### config.mk
export PLATFORM = sky130hd
export DESIGN_NAME = pipeline_ctrl
export DESIGN_NICKNAME = d
export VERILOG_FILES = /design/src/rtl/pipeline_ctrl_pkg.sv /design/src/rtl/pipeline_ctrl_hazard_detect.sv /design/src/rtl/pipeline_ctrl.sv
export SDC_FILE = /design/constraint.sdc
export NUM_CORES = 1
export LEC_CHECK = 0
export CAP_MARGIN = 20
export CORE_MARGIN = 5
export CORE_UTILIZATION = 45
export CTS_CLUSTER_SIZE = 14
export DETAILED_ROUTE_END_ITERATION = 8
export PLACE_DENSITY = 0.79
export SLEW_MARGIN = 20
export SYNTH_ARGS = -nofsm -noshare
export SYNTH_HDL_FRONTEND = slang
export SYNTH_HIERARCHICAL = 1
export SYNTH_SLANG_ARGS = --single-unit
### constraint.sdc
create_clock -name clk -period 3.2 [get_ports clk]
set_clock_uncertainty 0.2 [all_clocks]
set_input_delay 0.32 -clock clk [delete_from_list [all_inputs] [get_ports clk]]
set_output_delay 0.32 -clock clk [all_outputs]
set_load 0.02 [all_outputs]
### src/rtl/pipeline_ctrl_pkg.sv
// Shared types and constants for the pipeline control slice.
package pipeline_ctrl_pkg;

  localparam int unsigned REG_W = 4;

  typedef enum logic [1:0] {
    StRun     = 2'd0,
    StMemWait = 2'd1,
    StHalt    = 2'd2
  } ctrl_state_e;

endpackage

### src/rtl/pipeline_ctrl_hazard_detect.sv
// Combinational RAW hazard detection between ID sources and EX/MEM destinations.
// PIPELINE_FORWARDING_EN selects load-use-only detection; default is full interlock.
module hazard_detect
  import pipeline_ctrl_pkg::*;
(
  input  logic             id_valid,
  input  logic [REG_W-1:0] src1,
  input  logic [REG_W-1:0] src2,
  input  logic             two_src,
  input  logic             exe_wb_en,
  input  logic             exe_mem_read,
  input  logic [REG_W-1:0] exe_dest,
  input  logic             mem_wb_en,
  input  logic [REG_W-1:0] mem_dest,
  output logic             hazard
);

`ifdef PIPELINE_FORWARDING_EN
  // MEM results are forwarded, so only a load in EX can stall the consumer.
  logic unused_mem;
  assign unused_mem = ^{mem_wb_en, mem_dest};

  assign hazard = id_valid && exe_mem_read && exe_wb_en &&
                  ((exe_dest == src1) || (two_src && (exe_dest == src2)));
`else
  logic unused_load;
  assign unused_load = exe_mem_read;

  logic src1_hit;
  logic src2_hit;

  assign src1_hit = (exe_wb_en && (exe_dest == src1)) || (mem_wb_en && (mem_dest == src1));
  assign src2_hit = (exe_wb_en && (exe_dest == src2)) || (mem_wb_en && (mem_dest == src2));
  assign hazard   = id_valid && (src1_hit || (two_src && src2_hit));
`endif

endmodule

### src/rtl/pipeline_ctrl.sv
// Pipeline stall/flush controller with memory-wait timeout and stall counter.
// Build option: PIPELINE_FORWARDING_EN (load-use-only hazards).
module pipeline_ctrl
  import pipeline_ctrl_pkg::*;
#(
  parameter int unsigned MEM_TIMEOUT = 255,
  parameter int unsigned PERF_W      = 16
) (
  input  logic              clk,
  input  logic              rst,
  input  logic              id_valid,
  input  logic [REG_W-1:0]  src1,
  input  logic [REG_W-1:0]  src2,
  input  logic              two_src,
  input  logic              exe_wb_en,
  input  logic              exe_mem_read,
  input  logic [REG_W-1:0]  exe_dest,
  input  logic              mem_wb_en,
  input  logic [REG_W-1:0]  mem_dest,
  input  logic              branch_taken,
  input  logic              mem_req,
  input  logic              mem_ready,
  output logic              freeze_pc,
  output logic              freeze_if,
  output logic              flush_if,
  output logic              bubble_id,
  output logic              freeze_back,
  output logic              halted,
  output logic [PERF_W-1:0] stall_cycles
);

  localparam int unsigned WaitW = (MEM_TIMEOUT > 0) ? $clog2(MEM_TIMEOUT + 1) : 1;
  localparam logic [WaitW-1:0] WaitMax = WaitW'(MEM_TIMEOUT);

  ctrl_state_e       state_q, state_d;
  logic [WaitW-1:0]  wait_cnt_q, wait_cnt_d;
  logic [PERF_W-1:0] stall_q, stall_d;
  logic              hazard;

  hazard_detect u_hazard_detect (
    .id_valid     (id_valid),
    .src1         (src1),
    .src2         (src2),
    .two_src      (two_src),
    .exe_wb_en    (exe_wb_en),
    .exe_mem_read (exe_mem_read),
    .exe_dest     (exe_dest),
    .mem_wb_en    (mem_wb_en),
    .mem_dest     (mem_dest),
    .hazard       (hazard)
  );

  always_comb begin
    freeze_pc   = 1'b0;
    freeze_if   = 1'b0;
    flush_if    = 1'b0;
    bubble_id   = 1'b0;
    freeze_back = 1'b0;
    halted      = 1'b0;
    state_d     = state_q;
    wait_cnt_d  = wait_cnt_q;

    unique case (state_q)
      StRun: begin
        // Memory wait outranks branch, branch outranks hazard.
        if (mem_req && !mem_ready) begin
          freeze_pc   = 1'b1;
          freeze_if   = 1'b1;
          freeze_back = 1'b1;
          state_d     = StMemWait;
          wait_cnt_d  = WaitW'(1);
        end else if (branch_taken) begin
          flush_if  = 1'b1;
          bubble_id = 1'b1;
        end else if (hazard) begin
          freeze_pc = 1'b1;
          freeze_if = 1'b1;
          bubble_id = 1'b1;
        end
      end
      StMemWait: begin
        freeze_pc   = !mem_ready;
        freeze_if   = !mem_ready;
        freeze_back = !mem_ready;
        if (mem_ready) begin
          state_d = StRun;
        end else if (wait_cnt_q == WaitMax) begin
          state_d = StHalt;
        end else begin
          wait_cnt_d = wait_cnt_q + WaitW'(1);
        end
      end
      StHalt: begin
        freeze_pc   = 1'b1;
        freeze_if   = 1'b1;
        freeze_back = 1'b1;
        halted      = 1'b1;
      end
      default: state_d = StRun;
    endcase

    // Reset masks every output, independent of the registered state.
    if (rst) begin
      freeze_pc   = 1'b0;
      freeze_if   = 1'b0;
      flush_if    = 1'b0;
      bubble_id   = 1'b0;
      freeze_back = 1'b0;
      halted      = 1'b0;
    end

    stall_d = stall_q;
    if (freeze_pc && (stall_q != {PERF_W{1'b1}})) begin
      stall_d = stall_q + PERF_W'(1);
    end
  end

  assign stall_cycles = rst ? '0 : stall_q;

  always_ff @(posedge clk) begin
    if (rst) begin
      state_q    <= StRun;
      wait_cnt_q <= '0;
      stall_q    <= '0;
    end else begin
      state_q    <= state_d;
      wait_cnt_q <= wait_cnt_d;
      stall_q    <= stall_d;
    end
  end

endmodule

==> metrics.md <==
| Metric | Value |
|---|---|
| CTS resizes | 0 |
| Cells after Synth | ~210 |
| Fin crit share | 0.963 |
| Fraction of registers with async set/reset | 0 |
| Setup TNS | 0 ns |
| Fillers | roughly 330 |
| Area of the multi-input gates | 1100 µm² |
| RSZ-0062 raised after global routing | no |
| Critical path endpoint category | primary output |
| Antenna fix cells | 0 |
| Row count | 22 |
| Clock transition at path regs | approximately 0.08 ns |
| Tightest Hold Check Type | reg2reg |
| Final hold viol count | 0 |
| Yosys cell types | between 40 and 50 |
| Top_reg_cell synth | dfxtp_1 |
| Mapped Nets | between 200 and 250 |
| Placer Congestion | a little under 0.9 |
| Post-synth EDFFs | 0 |
| WL/cell | 12.6 µm |
| Status | finished clean |
| Min Tclk post-route | 3.08 ns |
| Core Region | 3660 µm² |
| Total power | about 0.63 mW |
| WL final | 3740 µm |
| Skew-Pair Late Insertion Delay | 0.27 ns |
| Die width | approximately 72 µm |
| CTS H-tree depth | 1 |
| Hold Buf Count CTS | 0 |
| Final setup vio count | 0 |
| DR iter-0 viols | 38 |
| CTS buffer count | 3 |
| CTS tree | yes |
| Max-slew violations | 0 |
| CTS max path bufs | 2 |
| Post-synthesis to final-layout area growth | 32.0% |
| Mean Syn Cell Area | between 8 and 9 µm² |
| Worst Path Arrival | 2.56 ns |
| GRT Total Usage | 0.152 |
| HP Start | stall_q[6] |
| Hpwl dp | 2900 µm |
| Cell area after synthesis | 1710 µm² |
| Largest net degree at the start of global routing | 20 |
| Grt total ovfl | 0 |
| Via density | 5.18 |
| CTS root buffer | clkbuf_8 |
| Slew margin rel. | 0.397 |
| Final non-filler cell total | approximately 300 |
| P per Cell Area | between 200 and 300 nW/µm² |
| Setup bufs post-CTS | 0 |
| Initial Util | 0.466 |
| Die Ht | about 72 µm |
| CP required | around 2.7 ns |
| Die area | 5120 µm² |
| Pre-CTS WS | 0.107 ns |
| Setup WS post-layout | 0.118 ns |
| 1st-pass router iterations | 4 |
| FF+latch count, synth | 26 |
| Global-route wire length before repair | 6400 µm |
| Sinks on Clock Net | 26 |
| Ys Warns | 6 |
| CP Class | in2out |
| LEAKAGE | ~0.8 nW |
| Layout cell share with drive strength beyond 1 | 0.0920 |
| Reg power frac | 0.528 |
| Worst Tran Pin Value | around 0.9 ns |
| Initial antenna violation count | 0 |
| CP Launch Point | src2[3] |
| Max frequency | 325 MHz |
| Max-cap violations | 0 |
| Sw Share | 0.248 |
| Number of global-route vias before repair | ~1400 |
| Nets | 280 |
| Placed insts | just under 300 |
| Routed Antenna Nets | 0 |
| Internal | 0.473 mW |
| Worst R2R Start | wait_cnt_q[0] |
| Via count | about 1500 |
| Sequential cell area | 520 µm² |
| Gate power share | 0.182 |
| Worst Path Max Fanout | 3 |
| Startpoint types | input port |
| Port Buffers | 46 |
| Clock Power Share | 0.289 |
| DRC viols | 0 |
| Switch Pwr | around 0.16 mW |
| Top-level port count | 48 |
| Seq/Total Area, Yosys | 0.305 |
| Max VDD drop | 239 µV |
-- layout make-up --
class                   count  share of cell area
well taps                  48              0.0267
multi-input cells         161               0.489
flip-flops and latches     26               0.231
repair buffers             50               0.218
clock buffers               3              0.0183
inverters                  10              0.0167
-- logic make-up (layout without fill, tap and decap cells) --
kind of cell | Yosys count | count (layout) | share of synthesized area
AOI/OAI and AO/OA | 24 | 24 | 0.101
xor gates and xnor gates | 20 | 20 | 0.103
adders and majority gates | 2 | 2 | 0.0147
buffers and inverters | 18 | 63 | 0.0492
DFF | 26 | 26 | 0.305
muxes | 13 | 13 | 0.0866
and+or+nand+nor | 102 | 102 | 0.341
-- cells in the mapped netlist, types with 2 or more instances --
master / count / area (µm²)
mux2_2: 3 / 33.8
a211oi_1: 3 / 22.5
buf_1: 2 / 7.51
inv_1: 9 / 33.8
nor2_1: 27 / 101
nor3_1: 7 / 35.0
o21a_1: 2 / 15.0
buf_2: 4 / 20.0
or3_1: 2 / 12.5
mux2i_1: 2 / 20.0
and2_1: 3 / 18.8
o21ai_0: 3 / 15.0
nand4_1: 3 / 18.8
nand2_2: 2 / 12.5
ha_1: 2 / 25.0
and3_1: 3 / 18.8
xnor2_1: 8 / 70.1
a31oi_1: 2 / 12.5
mux2_1: 7 / 78.8
nor4_1: 9 / 56.3
a21oi_1: 6 / 30.0
and4_1: 2 / 17.5
dfxtp_1: 26 / 521
nor2b_1: 12 / 75.1
xor2_1: 12 / 105
nand3_1: 10 / 50.1
nand2_1: 12 / 45.0
-- critical path: stages --
cell             delay (ns)
clkdlybuf4s50_1        0.51
xor2_1                 0.18
nor4_1                 0.08
o41a_1                 0.44
nor2b_1                0.14
o21a_1                 0.20
nor2_4                 0.11
inv_2                  0.05
clkdlybuf4s50_1        0.53
-- stage by stage --
step           hold slack [ns]  area (µm²)   util
5_1_grt                  0.329        2250  0.615
3_3_place_gp             0.281        2210  0.604
2_1_floorplan            0.247        1710      -
6_report                 0.303        2250  0.615
3_5_place_dp             0.296        2210  0.604
4_1_cts                  0.307        2250  0.615
-- registers in the layout, summed over array words and instances, names as in the netlist --
| name | count |
|---|---|
| stall_q | 16 |
| wait_cnt_q | 8 |
| state_q | 2 |
-- layer usage --
layer | routed length [µm] | global-route usage | vias to the layer above | share of wire
met5 | 0 | 0 | - | 0
met2 | 1670 | 0.235 | 39 | 0.45
met1 | 1840 | 0.205 | 688 | 0.49
met4 | 67 | 0.0605 | 0 | 0.018
li1 | - | - | 810 | -
met3 | 168 | 0.0323 | 7 | 0.045
-- layout by cell type, fill, tap and decap left out, drive strengths merged --
cell           instances
nand4                  5
nor2b                 12
nor3b                  1
xnor2                  8
a211oi                 4
nand2b                 1
o2111a                 1
nor4                  10
or3                    2
and2                   3
o211ai                 1
nor2                  29
a41oi                  1
ha                     2
nand2                 14
o21a                   2
a21oi                  6
o21ai                  3
o221ai                 1
o41a                   1
buf                    4
dfxtp                 26
inv                   10
mux2i                  2
clkdlybuf4s50         46
nor3                   9
mux2                  11
a21o                   2
nand3                 10
nand3b                 1
and4                   2
and3                   3
clkbuf                 3
xor2                  12
a31oi                  2
-- power groups by stage --
stage | Combinational (mW) | Sequential (mW) | Clock [mW]
3_3_place_gp | 0.113 | 0.339 | 0
4_1_cts | 0.115 | 0.332 | 0.184
3_5_place_dp | 0.114 | 0.340 | 0
5_1_grt | 0.124 | 0.333 | 0.200
6_report | 0.115 | 0.332 | 0.182
2_1_floorplan | 0.0608 | 0.338 | 0
-- path summary, 6_finish.rpt --
check | end | slack [ns] | cells after the start
min | stall_q[6] | 0.30 | 1
min reg2reg | stall_q[6] | 0.30 | 1
max reg2reg | wait_cnt_q[3] | 0.99 | 5
max | freeze_if | 0.12 | 9
Power figures use the tool's default switching activity.
